File: src/rtl/stack_cpu_controller.sv
// Multicycle Moore controller for the 8-bit stack-machine datapath.
// Walks a fixed state sequence per opcode; every strobe is a decode of the state register.
module stack_cpu_controller #(
  parameter int OPC_W   = 3,
  parameter int ALUOP_W = 2
) (
  input  logic               clk,
  input  logic               rst,
  input  logic [7:0]         inst,
  output logic               pcWrite,
  output logic               pcWriteCond,
  output logic               pcSrc,
  output logic               IorD,
  output logic               memRead,
  output logic               memWrite,
  output logic               IrWrite,
  output logic               MtoS,
  output logic               ldA,
  output logic               ldB,
  output logic               srcA,
  output logic               srcB,
  output logic               push,
  output logic               pop,
  output logic               tos,
  output logic [ALUOP_W-1:0] AluOp
);

  typedef enum logic [3:0] {
    S_FETCH  = 4'd0,
    S_DECODE = 4'd1,
    S_POPA   = 4'd2,
    S_POPB   = 4'd3,
    S_EXEC   = 4'd4,
    S_PUSHR  = 4'd5,
    S_MEMRD  = 4'd6,
    S_PUSHM  = 4'd7,
    S_MEMWR  = 4'd8,
    S_JMP    = 4'd9,
    S_JZTOS  = 4'd10,
    S_JZ     = 4'd11
  } state_t;

  localparam logic [OPC_W-1:0] OP_NOT  = 3'b011;
  localparam logic [OPC_W-1:0] OP_PUSH = 3'b100;
  localparam logic [OPC_W-1:0] OP_POP  = 3'b101;
  localparam logic [OPC_W-1:0] OP_JMP  = 3'b110;
  localparam logic [OPC_W-1:0] OP_JZ   = 3'b111;

  state_t           state_q, state_d;
  logic [OPC_W-1:0] opc_q, opc_d;

  // The address field is consumed by the datapath through IR, not here.
  logic unused_addr;
  assign unused_addr = ^inst[7-OPC_W:0];

  // State and opcode registers with synchronous reset.
  always_ff @(posedge clk) begin
    if (rst) begin
      state_q <= S_FETCH;
      opc_q   <= '0;
    end else begin
      state_q <= state_d;
      opc_q   <= opc_d;
    end
  end

  // Next-state logic; the opcode copy is only refreshed while fetching.
  always_comb begin
    state_d = S_FETCH;
    opc_d   = opc_q;
    case (state_q)
      S_FETCH: begin
        opc_d   = inst[7:8-OPC_W];
        state_d = S_DECODE;
      end
      S_DECODE: begin
        case (opc_q)
          OP_PUSH: state_d = S_MEMRD;
          OP_JMP:  state_d = S_JMP;
          OP_JZ:   state_d = S_JZTOS;
          default: state_d = S_POPA;
        endcase
      end
      S_POPA: begin
        if (opc_q == OP_NOT) begin
          state_d = S_EXEC;
        end else if (opc_q == OP_POP) begin
          state_d = S_MEMWR;
        end else begin
          state_d = S_POPB;
        end
      end
      S_POPB:  state_d = S_EXEC;
      S_EXEC:  state_d = S_PUSHR;
      S_PUSHR: state_d = S_FETCH;
      S_MEMRD: state_d = S_PUSHM;
      S_PUSHM: state_d = S_FETCH;
      S_MEMWR: state_d = S_FETCH;
      S_JMP:   state_d = S_FETCH;
      S_JZTOS: state_d = S_JZ;
      S_JZ:    state_d = S_FETCH;
      default: state_d = S_FETCH;
    endcase
  end

  // Strobe decode of the current state; reset forces every strobe low in the same cycle.
  always_comb begin
    pcWrite     = 1'b0;
    pcWriteCond = 1'b0;
    pcSrc       = 1'b0;
    IorD        = 1'b0;
    memRead     = 1'b0;
    memWrite    = 1'b0;
    IrWrite     = 1'b0;
    MtoS        = 1'b0;
    ldA         = 1'b0;
    ldB         = 1'b0;
    srcA        = 1'b0;
    srcB        = 1'b0;
    push        = 1'b0;
    pop         = 1'b0;
    tos         = 1'b0;
    AluOp       = '0;
    if (rst) begin
      pcWrite = 1'b0;
    end else begin
      case (state_q)
        S_FETCH: begin
          memRead = 1'b1;
          IrWrite = 1'b1;
          srcA    = 1'b1;
          srcB    = 1'b1;
          pcWrite = 1'b1;
        end
        S_POPA: begin
          tos = 1'b1;
          pop = 1'b1;
          ldA = 1'b1;
        end
        S_POPB: begin
          tos = 1'b1;
          pop = 1'b1;
          ldB = 1'b1;
        end
        S_EXEC:  AluOp = opc_q[ALUOP_W-1:0];
        S_PUSHR: push = 1'b1;
        S_MEMRD: begin
          IorD    = 1'b1;
          memRead = 1'b1;
        end
        S_PUSHM: begin
          MtoS = 1'b1;
          push = 1'b1;
        end
        S_MEMWR: begin
          IorD     = 1'b1;
          memWrite = 1'b1;
        end
        S_JMP: begin
          pcSrc   = 1'b1;
          pcWrite = 1'b1;
        end
        S_JZTOS: tos = 1'b1;
        S_JZ: begin
          pcSrc       = 1'b1;
          pcWriteCond = 1'b1;
        end
        default: pcWrite = 1'b0;
      endcase
    end
  end

endmodule

File: config.mk
export PLATFORM = sky130hd
export DESIGN_NAME = stack_cpu_controller
export DESIGN_NICKNAME = d
export VERILOG_FILES = /design/src/rtl/stack_cpu_controller.sv
export SDC_FILE = /design/constraint.sdc
export NUM_CORES = 1
export LEC_CHECK = 0
export BUFFER_PORTS_ARGS = -buffer_cell sky130_fd_sc_hd__clkbuf_2
export CORE_MARGIN = 1
export CORE_UTILIZATION = 40
export CTS_BUF_LIST = sky130_fd_sc_hd__clkbuf_16
export DETAILED_ROUTE_END_ITERATION = 10
export PLACE_DENSITY_LB_ADDON = 0.3
export SLEW_MARGIN = 20
export SYNTH_ARGS = -nofsm -noshare
export SYNTH_HDL_FRONTEND = slang
export SYNTH_SLANG_ARGS = --single-unit
File: constraint.sdc
create_clock -name clk -period 1.4 [get_ports clk]
set_clock_uncertainty 0.2 [all_clocks]
set_input_delay 0.28 -clock clk [delete_from_list [all_inputs] [get_ports clk]]
set_output_delay 0.28 -clock clk [all_outputs]
set_load 0.01 [all_outputs]
Word level (Yosys, flattened, before mapping)
Cells that the tools add are included.
W data, S select, Z words.
{ "classes": {"reduce_logical": 8, "n_eq_ne": 16, "mux": 32} }
{ "op_table": {"columns": ["cell", "n"], "rows": [
  ["$pmux W4 S7", 1],
  ["$mux W1", 26],
  ["$eq A4 B3 Y1 const B", 4],
  ["$eq A4 B4 Y1 const B", 4],
  ["$eq A3 B3 Y1 const B", 4],
  ["$pmux W4 S3", 1],
  ["$reduce_or A2 Y1", 6],
  ["$eq A4 B2 Y1 const B", 2],
  ["$mux W4", 2],
  ["$eq A4 B1 Y1 const B", 1],
  ["$logic_not A4 Y1", 1],
  ["$mux W2", 2],
  ["$eq A3 B2 Y1 const B", 1],
  ["$reduce_or A3 Y1", 1]
]} }
{ "totals": {"input_bits": 10, "out_inout_bits": 17, "ff_bits": 7, "wordCells": 58} }

Longest topological paths before layout
{ "depth": {"ltp_word": 4, "ltp_mapped": 5, "depth_no_buf": 4} }

Worst setup path before layout
No wires, ideal clock.
{ "synth_path": {"path_type": "register -> output", "from": "register state_q[3]", "to": "output port srcA", "path_stages_with_launch": 6, "n_path_buf": 2, "required_time_ns": 0.920, "path_slack_ns": -0.286, "arrival_ns": 1.206, "path_cell_list": "dfxtp_1 -> buf_4 -> nor3_1 -> nand2b_1 -> nor2_1 -> buf_4"} }
{ "synth_between": {"elab_chain_len": 3} }
{ "synth_rtl": {"columns": ["element", "line", "text"], "rows": [
  ["from (decl)", "49", "state_t state_q, state_d;"],
  ["from (signal assigned)", "62", "state_q <= state_d;"],
  ["$logic_not A4 Y1", null, null],
  ["$mux W1 (2 in a row)", null, null],
  ["to (decl)", "20", "output logic srcA,"]
]} }
Every way passes these cells.

Final worst setup path
{ "layout_path": {"from": "register state_q[3]", "to": "output port IorD"} }
{ "layout_between": {"elab_chain_len": 4, "word_cells_on_any_way": 5, "cone_classes": "eq/ne (2); mux (2); reduce/logical (1)"} }
{ "layout_rtl": {"columns": ["element", "line", "text"], "rows": [
  ["$eq A4 B4 Y1 / $eq A4 B3 Y1 (equally long branches)", "127", "case (state_q)"],
  ["$reduce_or A2 Y1 (no source line) (*)", null, null],
  ["$mux W1 (*)", "127", null],
  ["$mux W1 (*)", "124", "if (rst) begin"],
  ["to (decl)", "13", "output logic IorD,"]
]} }
Every way passes the cells marked *; elsewhere a longest branch is shown, timed or not.

==> summary.md <==
| Metric | Value |
|---|---|
| Port bufs | `21` |
| Core area | `0.00135 mm^2` |
| Diode count | `0` |
| Die height | `40.6 um` |
| Vias | `803` |
| EDFF count, synth | `0` |
| Share of the synthesized area in the top cell type | `23.5%` |
| Setup TNS | `-6.74 ns` |
| Largest net degree at the start of global routing | `9` |
| Rel. slew slack | `77.3%` |
| H-tree depth | `1` |
| Dpl cell area | `900 um^2` |
| #FFs+latches synth | `7` |
| CTS Buf Count | `3` |
| Mapped Avg Cell Area | `8.07 um^2` |
| Fin crit share | `132%` |
| GRT Residual Overflow | `0` |
| Crit path DAT | `1.37 ns` |
| Crit path required time | `0.92 ns` |
| Fillers | `58` |
| Maximum fanout along the worst path | `6` |
| Final std cells w/o fill | `137` |
| Main synth FF type | `dfxtp_1` |
| Post-synthesis sequential area ratio | `23.5%` |
| Finished Cell Area | `0.00122 mm^2` |
| Hold Slack | `0.100 ns` |
| Most area-consuming cells after synthesis | `dfxtp_1, buf_4, mux2i_1, nor2_1, nand3b_1` |
| Sw frac | `39.0%` |
| Clock network fraction of total power | `22.3%` |
| Crit-path max cell delay | `0.42 ns` |
| Syn Inst Count | `74` |
| Clk root buf | `clkbuf_16` |
| Bufs on Longest Clock Path | `2` |
| Drt wl/cell | `19.4 um` |
| VDD IR max | `0.00120 V` |
| Reg power frac | `18.1%` |
| Via-to-Cell Ratio | `5.86` |
| Hold Path Class | `in -> reg` |
| Most used routing layer | `met2` |
| Crit-path cells | `or3b_4 -> a21boi_2 -> buf_2` |
| Crit-path slowest cell | `or3b_4` |
| Psw | `0.000873 W` |
| HPWL after detailed placement | `1320 um` |
| Post-Route WL | `2660 um` |
| Most common cell in the synthesized netlist | `nor2_1` |
| Actual slew at the worst max-slew pin | `0.338 ns` |
| Vias in the first global route | `677` |
| Asr flop ratio synth | `0%` |
| Largest area contributor in the netlist | `dfxtp_1` |
| Detailed Routing Iterations Pass 1 | `4` |
| First-pass GRT wire length | `3060 um` |
| MaxCap Viol Count | `0` |
| Synth cell count leaders | `nor2_1, dfxtp_1, buf_4` |
| Clock sink count | `7` |
| Antenna violations before repair | `0` |
| Met3 Track Usage GR | `6.52%` |
| Final worst slack | `-0.445 ns` |
| Worst skew pair latency | `0.23 ns` |
| P&R area growth vs syn | `104%` |
| Number of hold-slack violations in the final timing report | `0` |
| Max Clk Rate | `542 MHz` |
| Mapped Area | `597 um^2` |
| Critical path class | `reg -> out` |
| Nets@finish | `133` |
| Drc violations | `0` |
| Fin. max-slew vios | `0` |
| Met1 Usage GRT | `32.8%` |
| # placed instances | `122` |
| Initial Utilization | `44.2%` |
| Outcome | `finished, violations left` |
| RSZ-0062 raised after global routing | `true` |
| Pint | `0.00136 W` |
| Met2 Use GR | `56.7%` |
| Post-layout util | `90.2%` |
| Ys Warns | `0` |
| Die Wd | `40.6 um` |
| Setup-failing EPs final | `23` |
| Sum of buffers and inverters on the critical path | `1` |
| FF+latch area | `155 um^2` |
| Setup crit end kind | `output pin` |
| Startpoint Class | `flop` |
| GRT Total Usage | `28.8%` |
| Total I/O pin count | `27` |
| Cell Pwr Density | `1840 mW/mm^2` |
| Worst-path clk slew | `0.04 ns` |
| Initial DRC Count | `13` |
| Placer congestion estimate | `0.706` |
| CTS tree | `done` |
| Cts hold-fix bufs | `0` |
| Total Die Area | `0.00165 mm^2` |
| Crit-path leading delay family | `simple AND/OR/NAND/NOR gates` |
| Post-synth cell types | `34` |
| Syn_nets | `84` |
| Final worst path period need | `1.85 ns` |
| Antenna Nets Post-Route | `0` |
| Rows | `13` |
| LEAKAGE | `0.594 nW` |
| Multi-input logic area | `541 um^2` |
| Power share of the combinational group | `59.6%` |
| Failing checks | `setup timing` |
| Share of post-route cells with drive strength above 1 | `71.3%` |
## final timing paths
check	from	endpoint	slack (ns)	cells after the start
max reg2reg	state_q[3]	opc_q[2]	-0.22	5
min reg2reg	state_q[3]	state_q[3]	0.41	2
max	state_q[3]	IorD	-0.45	3
min	inst[6]	opc_q[1]	0.10	3
## cells by family after synthesis
family	Yosys count	share of synthesized area, %
buffers and inverters	12	11.9
AO/OA/AOI/OAI	12	14.5
multiplexers	3	5.03
XOR/XNOR	2	2.94
AND/OR/NAND/NOR	38	42.1
flip-flops	7	23.5
## metrics by stage
stage          setup slack, ns  power [W]
5_1_grt                 -0.484    0.00233
3_5_place_dp            -0.225    0.00132
4_1_cts                 -0.397    0.00198
3_3_place_gp            -0.167    0.00129
2_1_floorplan           -0.108    0.00104
6_report                -0.445    0.00224
## registers in the layout, indices dropped and copies added (netlist names)
signal	cells
opc_q	3
state_q	4
## worst reg2reg max path: cells and delay by family (launching register included)
family	cells	cell delay [ns]
DFF	1	0.36
and+or+nand+nor	2	0.42
muxes	1	0.27
buffers and inverters	2	0.25
## power by group through the flow
stage	Combinational (W)	Clock, W	Sequential (W)
floorplan	0.000724	0	0.000318
global placement	0.000919	0	0.000372
finish	0.00133	0.000499	0.000404
global route	0.00141	0.000508	0.000414
CTS	0.00111	0.000478	0.000394
detailed placement	0.000948	0	0.000375
## layer usage
| layer | wire length (um) | vias up |
|---|---|---|
| met3 | 135 | 14 |
| met4 | 129 | 0 |
| met5 | 0 | - |
| met2 | 1440 | 42 |
| li1 | - | 362 |
| met1 | 956 | 385 |
## cell usage in the layout, fill, tap and decap left out, types with 4 or more instances in the layout
| cell type | instances |
|---|---|
| clkbuf_2 | 7 |
| buf_2 | 11 |
| nor2_1 | 4 |
| dfxtp_4 | 4 |
| buf_6 | 15 |
| buf_4 | 21 |
## layout make-up
| class | count | share of cell area (%) |
|---|---|---|
| Multi-Input combinational cell | 55 | 44.4 |
| Timing Repair Buffer | 54 | 34.2 |
| Sequential cell | 7 | 12.7 |
| Clock buffer | 3 | 6.17 |
| Tap cell | 15 | 1.54 |
| Inverter | 2 | 0.617 |
| Clock inverter | 1 | 0.308 |
## timing repair
item,4_1_cts,5_1_grt
setup buffers,6,5
pin swaps,10,12
cloned,0,0
setup endpoints to repair,23,23
resized for setup,17,35
Power figures use the tool's default switching activity.
